$ cat src/rtl/uart_receiver.sv
// -----------------------------------------------------------------------------
// uart_receiver
//
// 8N1 serial receiver: 1 start bit (0), 8 data bits LSB first, 1 stop bit (1).
// The line idles high. rx_in is synchronised, oversampled on clk_en and each bit
// is sampled at its centre. Good frames update rx_data with a one-cycle
// rx_valid strobe; a stop bit sampled low gives a one-cycle frame_err strobe.
//
// Parameters
//   OVERSAMPLE  : clk_en ticks per bit period (even, >= 4)
//   SYNC_STAGES : flops in the rx_in synchroniser (>= 2)
//
// Ports
//   clk_in    in   system clock, rising edge
//   reset     in   synchronous, active-high reset
//   clk_en    in   oversample tick, one clk_in cycle wide
//   rx_in     in   asynchronous serial line
//   rx_data   out  [7:0] last correctly framed byte (held until the next one)
//   rx_valid  out  one-cycle pulse when rx_data has just been updated
//   frame_err out  one-cycle pulse when the stop bit was sampled low
//   busy_o    out  high whenever the receiver is not idle
//
// Handshake: rx_valid is a pure strobe with no ready/backpressure. The
// consumer must take rx_data on the rx_valid cycle or before the next frame
// completes; rx_data itself stays stable between good frames.
// -----------------------------------------------------------------------------
module uart_receiver #(
   parameter int OVERSAMPLE  = 16,
   parameter int SYNC_STAGES = 2
) (
   input  logic       clk_in,
   input  logic       reset,
   input  logic       clk_en,
   input  logic       rx_in,
   output logic [7:0] rx_data,
   output logic       rx_valid,
   output logic       frame_err,
   output logic       busy_o
);

   localparam int TW = $clog2(OVERSAMPLE);
   // Start bit is checked half a bit after the falling edge; data and stop
   // bits a whole bit after the previous centre.
   localparam logic [TW-1:0] TICK_MID = TW'(OVERSAMPLE / 2 - 1);
   localparam logic [TW-1:0] TICK_END = TW'(OVERSAMPLE - 1);

   typedef enum logic [2:0] {
      S_IDLE,
      S_START,
      S_DATA,
      S_STOP,
      S_BREAK
   } state_t;

   state_t                 state_q, state_d;
   logic [SYNC_STAGES-1:0] sync_q, sync_d;
   logic [TW-1:0]          tick_q, tick_d;
   logic [2:0]             bit_q, bit_d;
   logic [7:0]             shreg_q, shreg_d;
   logic [7:0]             rx_data_q, rx_data_d;
   logic                   rx_valid_q, rx_valid_d;
   logic                   frame_err_q, frame_err_d;
   logic                   busy_q, busy_d;
   logic                   rx_s;

   assign rx_s = sync_q[SYNC_STAGES-1];

   always_comb begin
      sync_d      = {sync_q[SYNC_STAGES-2:0], rx_in};
      state_d     = state_q;
      tick_d      = tick_q;
      bit_d       = bit_q;
      shreg_d     = shreg_q;
      rx_data_d   = rx_data_q;
      rx_valid_d  = 1'b0;
      frame_err_d = 1'b0;

      if (clk_en) begin
         case (state_q)
            S_IDLE: begin
               if (!rx_s) begin
                  tick_d  = '0;
                  state_d = S_START;
               end
            end
            S_START: begin
               if (tick_q == TICK_MID) begin
                  // A line back high at the start centre was a glitch.
                  if (rx_s) begin
                     state_d = S_IDLE;
                  end else begin
                     tick_d  = '0;
                     bit_d   = 3'd0;
                     state_d = S_DATA;
                  end
               end else begin
                  tick_d = tick_q + 1'b1;
               end
            end
            S_DATA: begin
               if (tick_q == TICK_END) begin
                  shreg_d = {rx_s, shreg_q[7:1]};
                  tick_d  = '0;
                  if (bit_q == 3'd7) begin
                     state_d = S_STOP;
                  end else begin
                     bit_d = bit_q + 3'd1;
                  end
               end else begin
                  tick_d = tick_q + 1'b1;
               end
            end
            S_STOP: begin
               // Leaving mid stop bit lets a back-to-back start edge be seen.
               if (tick_q == TICK_END) begin
                  if (rx_s) begin
                     rx_data_d  = shreg_q;
                     rx_valid_d = 1'b1;
                     state_d    = S_IDLE;
                  end else begin
                     frame_err_d = 1'b1;
                     state_d     = S_BREAK;
                  end
               end else begin
                  tick_d = tick_q + 1'b1;
               end
            end
            S_BREAK: begin
               // Wait for the line to go high so a held-low line cannot
               // look like a fresh start bit.
               if (rx_s) begin
                  state_d = S_IDLE;
               end
            end
            default: begin
               state_d = S_IDLE;
            end
         endcase
      end

      busy_d = (state_d != S_IDLE);
   end

   always_ff @(posedge clk_in) begin
      if (reset) begin
         sync_q      <= '1;
         state_q     <= S_IDLE;
         tick_q      <= '0;
         bit_q       <= 3'd0;
         shreg_q     <= 8'h00;
         rx_data_q   <= 8'h00;
         rx_valid_q  <= 1'b0;
         frame_err_q <= 1'b0;
         busy_q      <= 1'b0;
      end else begin
         sync_q      <= sync_d;
         state_q     <= state_d;
         tick_q      <= tick_d;
         bit_q       <= bit_d;
         shreg_q     <= shreg_d;
         rx_data_q   <= rx_data_d;
         rx_valid_q  <= rx_valid_d;
         frame_err_q <= frame_err_d;
         busy_q      <= busy_d;
      end
   end

   assign rx_data   = rx_data_q;
   assign rx_valid  = rx_valid_q;
   assign frame_err = frame_err_q;
   assign busy_o    = busy_q;

endmodule

$ cat config.mk
export PLATFORM = sky130hd
export DESIGN_NAME = uart_receiver
export DESIGN_NICKNAME = d
export VERILOG_FILES = /design/src/rtl/uart_receiver.sv
export SDC_FILE = /design/constraint.sdc
export NUM_CORES = 1
export LEC_CHECK = 0
export CORE_MARGIN = 3
export CORE_UTILIZATION = 51
export CTS_CLUSTER_SIZE = 25
export DETAILED_ROUTE_END_ITERATION = 6
export GPL_ROUTABILITY_DRIVEN = 0
export PLACE_DENSITY = 0.73
export SETUP_SLACK_MARGIN = 0.3
export SLEW_MARGIN = 20
export SYNTH_ARGS = -nofsm -noshare
export SYNTH_HDL_FRONTEND = slang
export SYNTH_SLANG_ARGS = --single-unit
$ cat constraint.sdc
create_clock -name clk_in -period 4.05 [get_ports clk_in]
set_input_delay 1.215 -clock clk_in [delete_from_list [all_inputs] [get_ports clk_in]]
set_output_delay 1.215 -clock clk_in [all_outputs]
set_load 0.05 [all_outputs]
==> summary.md, run 1 <==
| Metric | Value |
|---|---|
| 1st-iter DRT viols | 31 |
| Met1 usage | 21.0% |
| Async SR Flop Fraction | 0% |
| Unrepaired setup endpoints after global routing | no |
| Total core area | 0.00257 mm2 |
| Pwr dens | 319 mW/mm2 |
| Worst Path Arrival | 3.04 ns |
| Die area | 0.00346 mm2 |
| Final setup viols | 0 |
| Post-CTS sizing | 0 |
| Via Count | 1150 |
| Power share of the combinational group | 4.6% |
| Post-CTS setup buffers | 0 |
| Sw Ratio | 22.1% |
| Min Tclk post-route | 2.79 ns |
| Root Buffer | clkbuf_4 |
| WL/cell | 13.3 um |
| Largest net degree at the start of global routing | 21 |
| CTS tree | yes |
| Placed insts | 193 |
| Cell Int Power | 0.397 mW |
| Synthesized area | 0.00142 mm2 |
| Synth Area in XOR/XNOR | 0.616% |
| Post-synthesis simple-gate area fraction | 25.7% |
| Global-route wire length before repair | 4480 um |
| Ports | 15 |
| M3 GR Usage | 4.61% |
| Skew-Pair Late Insertion Delay | 0.32 ns |
| Initial antenna violation count | 0 |
| Largest family of logic cells by synthesized area | simple AND/OR/NAND/NOR gates |
| Setup WS post-layout | 1.26 ns |
| Final Slew Violations | 0 |
| Critical-path cell list | clkdlybuf4s50_1 -> nor2b_1 -> a21bo_2 -> or4_4 -> mux2i_1 |
| Status | complete, no violations |
| Critical Path End Type | flip-flop |
| # H-tree levels | 2 |
| DRT Pass-1 Iters | 4 |
| Slowest stage delay, CP | 0.67 ns |
| Inserted Diodes | 0 |
| Netlist cell types | 44 |
| Sequential power share | 60.8% |
| Launch point of the worst path | clk_en |
| Max clock buf depth | 2 |
| Final hold slack | 0.430 ns |
| Vias in the first global route | 1012 |
| Hold buffers post-CTS | 0 |
| DP Worst Slack | 0.951 ns |
| Top delay family on crit path | simple AND/OR/NAND/NOR gates |
| Chip width | 58.8 um |
| Fin cells | 200 |
| Die H | 58.8 um |
| Fmax | 358 MHz |
| Sink Count | 31 |
| CP startpoint kind | primary input |
| Crit path max fanout | 11 |
| FP Rows | 18 |
| Setup CP Type | primary input to flip-flop |
| Compound-cell area share of the yosys netlist | 14.8% |
| Clock skew | 0.00574 ns |
| Synthesized area per cell | 8.94 um2 |
| R2R cell count | 5 |
| Total Nets Final | 177 |
| Met2 GRT Util | 27.4% |
| Maxcap violations | 0 |
| Dpl hpwl | 1910 um |
| Peak supply drop | 271 uV |
| Area growth syn-to-layout | 12.5% |
| Net Sw Power | 0.113 mW |
| Cts bufs inserted | 5 |
| YS warnings | 0 |
| Data required, critical path | 4.30 ns |
| GRT busiest layer | met2 |
| Ys flop type | dfxtp_1 |
| R2r endpoint | rx_data[4] |
| Final Hold Fails | 0 |
| Pleak | 0.617 nW |
| # DRC | 0 |
| IO buf count | 14 |
| RR Startpoint | tick_q[0] |
| Setup TNS Final | 0 ns |
| Slowest stage cell, crit path | clkdlybuf4s50_1 |
| GRT Util Overall | 16.9% |
| Sequential cell area fraction in the yosys report | 43.7% |
| Final ANT Viol Nets | 0 |
| WP depth | 5 |
| Layout cells sized above 1 | 8.82% |
| Syn nets | 166 |
| Worst slew pin tran | 0.681 ns |
| Grt ovf | 0 |
| Area share of fa/ha/maj cells after synthesis | 2.64% |
| Drt total wl | 2670 um |
| Clock Power Share | 34.7% |
| Synthesized instance count | 159 |
| R2R Setup Slk | 1.90 ns |
| Starting Density | 55.4% |
| Relative slew slack | 54.5% |
| Drt via density | 5.75 |
| Post-synthesis register bit count | 31 |
| Number of flops mapped to enable cells by yosys | 0 |
| Capture point of the critical path | tick_q[0] |
| Mux cell area share after synthesis | 7.04% |
| CP Buf/Inv Count | 1 |
| Worst hold path type | flip-flop to flip-flop |
| Clock transition at path regs | 0.09 ns |
| Final worst-path cycle share | 69.0% |
-- how the worst min path moves through the flow --
stage / start / endpoint / slack [ns] / depth (start not counted)
3_3_place_gp: sync_q[0] / sync_q[1] / 0.40 / 1
5_1_grt: sync_q[0] / sync_q[1] / 0.44 / 1
6_report: sync_q[0] / sync_q[1] / 0.43 / 1
3_5_place_dp: sync_q[0] / sync_q[1] / 0.41 / 1
4_1_cts: sync_q[0] / sync_q[1] / 0.43 / 1
2_1_floorplan: sync_q[0] / sync_q[1] / 0.39 / 1
-- metrics by stage --
stage	util [%]	area (um2)	total power, mW
final	62.3	1600	0.510
after global placement	60.1	1540	0.339
after CTS	62.3	1600	0.516
after global routing	62.3	1600	0.530
after detailed placement	60.1	1540	0.340
after floorplan	-	1420	0.334
-- synthesized netlist by cell type (all sizes together) (2+ instances only) --
| library cell | count | area [um2] |
|---|---|---|
| or3 | 3 | 18.8 |
| or4 | 2 | 18.8 |
| buf | 6 | 45.0 |
| or2 | 2 | 12.5 |
| dfxtp | 31 | 621 |
| nor3 | 3 | 15.0 |
| nand3 | 4 | 20.0 |
| nand2 | 21 | 78.8 |
| o21ai | 5 | 25.0 |
| nor2b | 2 | 12.5 |
| nor2 | 15 | 56.3 |
| a21oi | 13 | 68.8 |
| nand2b | 3 | 18.8 |
| o31ai | 2 | 15.0 |
| mux2i | 10 | 100 |
| and3b | 2 | 17.5 |
| nand4 | 2 | 12.5 |
| and3 | 2 | 12.5 |
| inv | 4 | 15.0 |
| ha | 3 | 37.5 |
| clkbuf | 5 | 18.8 |
-- area by class of cell --
class / count / area [um2]
Clock inverter: 1 / 5.00
Multi-Input combinational cell: 113 / 722
Fill cell: 217 / 968
Inverter: 4 / 15.0
Clock buffer: 6 / 51.3
Tap cell: 30 / 37.5
Sequential cell: 31 / 621
Timing Repair Buffer: 15 / 148
-- power by group through the flow --
stage / clock network [mW] / logic [mW] / registers [mW]
2_1_floorplan: 0 / 0.0184 / 0.316
3_3_place_gp: 0 / 0.0225 / 0.317
3_5_place_dp: 0 / 0.0232 / 0.317
4_1_cts: 0.183 / 0.0233 / 0.310
5_1_grt: 0.194 / 0.0257 / 0.311
6_report: 0.177 / 0.0232 / 0.310
-- layer usage --
metal | part of all wire (%) | vias to the layer above
met1 | 44 | 533
met3 | 5.1 | 5
met5 | 0 | -
met4 | 1.5 | 0
li1 | - | 582
met2 | 49 | 30
-- flip-flops by register name, indices dropped and copies added, names as in the netlist --
signal,flops
rx_valid,1
state_q,3
rx_data,8
sync_q,2
busy_o,1
tick_q,4
shreg_q,8
bit_q,3
frame_err,1
-- kinds of logic after synthesis --
group | Yosys count
xor+xnor | 1
flops | 31
mux | 10
fa+ha+maj | 3
buf+inv | 15
compound gates | 32
simple gates | 67
-- layout by cell type (no fill, tap or decap), types with 3 or more instances in the layout --
cell             count
dfxtp_1             31
nand2_1             21
nor2_1              15
clkdlybuf4s50_1     14
a21oi_1             12
mux2i_1             10
o21ai_0              5
clkbuf_4             5
nand3_1              4
inv_1                4
nand2b_1             3
nor3_1               3
or3_1                3
ha_1                 3
Power figures use the tool's default switching activity.
==> inputs of run 2 (changes only) <==
--- a/config.mk
+++ b/config.mk
@@ -6,7 +6,7 @@
 export NUM_CORES = 1
 export LEC_CHECK = 0
 export CORE_MARGIN = 3
-export CORE_UTILIZATION = 51
+export CORE_UTILIZATION = 49
 export CTS_CLUSTER_SIZE = 25
 export DETAILED_ROUTE_END_ITERATION = 6
 export GPL_ROUTABILITY_DRIVEN = 0
==> constraint.sdc (replaced) <==
create_clock -name clk_in -period 2.45 [get_ports clk_in]
set_input_delay 0.735 -clock clk_in [delete_from_list [all_inputs] [get_ports clk_in]]
set_output_delay 0.735 -clock clk_in [all_outputs]
set_load 0.05 [all_outputs]
==> run 2 against run 1 <==
Critical path depth did not move. Die area rose by 3.7%. Setup slack got worse by 0.88 ns. Count of clock-buffer cells in the layout did not move. Clock power rose by 44%. Cell count rose by 1.0%. Via count rose by 1.7%. Global-route usage rose by 0.41 points. Design area fell by 0.39%. Combinational power rose by 81%. Total power rose by 58%. Critical endpoint is now tick_q[1].
==> summary.md, run 2 (synthesized netlist as in run 1, its figures left out) <==
| Metric | Value |
|---|---|
| Status | complete, no violations |
| Total Nets Final | 180 |
| CP startpoint kind | primary input |
| Drt via density | 5.79 |
| Final setup viols | 0 |
| Worst hold path type | flip-flop to flip-flop |
| Cts bufs inserted | 5 |
| Final Slew Violations | 0 |
| Largest net degree at the start of global routing | 17 |
| Data required, critical path | 2.69 ns |
| Relative slew slack | 58.1% |
| Chip width | 59.9 um |
| Design Power | 0.808 mW |
| DRT Pass-1 Iters | 4 |
| Initial antenna violation count | 0 |
| Area taken by flip-flops and latches | 621 um2 |
| Total core area | 0.00261 mm2 |
| Critical-path cell list | clkdlybuf4s50_1 -> nor2b_1 -> a21bo_2 -> or4_4 -> o22ai_1 |
| Die H | 59.9 um |
| RR Startpoint | tick_q[0] |
| WL/cell | 14.0 um |
| Setup CP Type | primary input to flip-flop |
| Area growth syn-to-layout | 12.1% |
| Crit path max fanout | 4 |
| Min Tclk post-route | 2.07 ns |
| GRT Util Overall | 17.3% |
| R2r endpoint | bit_q[0] |
| Most frequent cells in the layout | 31 x dfxtp_1, 21 x nand2_1, 15 x nor2_1 |
| Dpl hpwl | 2020 um |
| # H-tree levels | 2 |
| Pleak | 0.674 nW |
| Final Hold Fails | 0 |
| IO buf count | 14 |
| Global-route wire length before repair | 4660 um |
| Clock transition at path regs | 0.08 ns |
| Skew-Pair Late Insertion Delay | 0.32 ns |
| # DRC | 0 |
| Inserted Diodes | 0 |
| Post-CTS setup buffers | 0 |
| Capture point of the critical path | tick_q[1] |
| Area of the multi-input gates | 722 um2 |
| Vias in the first global route | 1049 |
| Layout cells sized above 1 | 9.30% |
| Grt ovf | 0 |
| Final ANT Viol Nets | 0 |
| Maxcap violations | 0 |
| Fmax | 483 MHz |
| Sink Count | 31 |
| R2R Setup Slk | 0.50 ns |
| Worst Path Arrival | 2.31 ns |
| Slowest stage cell, crit path | clkdlybuf4s50_1 |
| Die area | 0.00358 mm2 |
| Starting Density | 54.4% |
| 1st-iter DRT viols | 58 |
| Fillers | 240 |
| Via Count | 1170 |
| Commonest non-fill, non-tap cell in the layout | dfxtp_1 |
| Clock skew | 0.00670 ns |
| Critical Path End Type | flip-flop |
| Unrepaired setup endpoints after global routing | no |
| Final worst-path cycle share | 84.5% |
| Pwr dens | 507 mW/mm2 |
| Max clock buf depth | 2 |
| Root Buffer | clkbuf_4 |
| Worst slew pin tran | 0.618 ns |
| Setup TNS Final | 0 ns |
| Launch point of the worst path | clk_en |
| FP Rows | 18 |
| Peak supply drop | 442 uV |
| Slowest stage delay, CP | 0.48 ns |
| CTS tree | yes |
| R2R cell count | 5 |
| Drt total wl | 2830 um |
| Ports | 15 |
[run 2: cell types whose count changed in the layout (fill, tap and decap cells not counted), sizes merged]
cell,change
dlygate4sd2,+11
clkinv,-1
clkdlybuf4s50,-11
buf,+3
[run 2: final cells by class]
cell class,instances,share of cell area [%]
Clock buffer,6,2.59
Inverter,4,0.943
Sequential cell,31,39.0
Multi-Input combinational cell,113,45.3
Timing Repair Buffer,18,9.82
Tap cell,30,2.36
[run 2: metal layers]
metal / share of wire [%] / track usage [%] / up-vias
met5: 0 / 0 / -
met4: 1.5 / 7.28 / 0
met3: 3.7 / 5.18 / 7
met2: 47 / 26.4 / 26
met1: 48 / 22.5 / 545
li1: - / - / 592
[run 2: timing repair]
| action | 4_1_cts | 5_1_grt |
|---|---|---|
| hold buffers | 0 | 0 |
| setup endpoints to repair | 11 | 0 |
| resized for setup | 11 | 0 |
[run 2: report_power, final]
| group | internal, mW | total [mW] | switching, mW |
|---|---|---|---|
| sequential | 0.507 | 0.513 | 0.00576 |
| combinational | 0.0185 | 0.0419 | 0.0233 |
| clock | 0.102 | 0.254 | 0.152 |
| total | 0.627 | 0.808 | 0.181 |
[run 2: metrics by stage]
step | setup slack, ns | util [%] | instance area (um2) | hold slack (ns) | std cells
2_1_floorplan | 0.610 | - | 1420 | 0.389 | 159
3_3_place_gp | 0.128 | 59.9 | 1570 | 0.391 | 196
3_5_place_dp | 0.0524 | 59.9 | 1570 | 0.395 | 196
4_1_cts | 0.387 | 61.0 | 1590 | 0.415 | 202
5_1_grt | 0.337 | 61.0 | 1590 | 0.436 | 202
6_report | 0.380 | 61.0 | 1590 | 0.413 | 202
[run 2: worst min-delay path by stage]
stage	from	to	slack, ns	cells after the start
after CTS	sync_q[0]	sync_q[1]	0.42	1
after global routing	sync_q[0]	sync_q[1]	0.44	1
after global placement	sync_q[0]	sync_q[1]	0.39	1
final	sync_q[0]	sync_q[1]	0.41	1
after floorplan	sync_q[0]	sync_q[1]	0.39	1
after detailed placement	sync_q[0]	sync_q[1]	0.40	1
[run 2: critical path: cells and delay by family]
kind	cells	cell delay [ns]
AOI/OAI and AO/OA	2	0.42
buffers and inverters	1	0.48
and+or+nand+nor	2	0.68
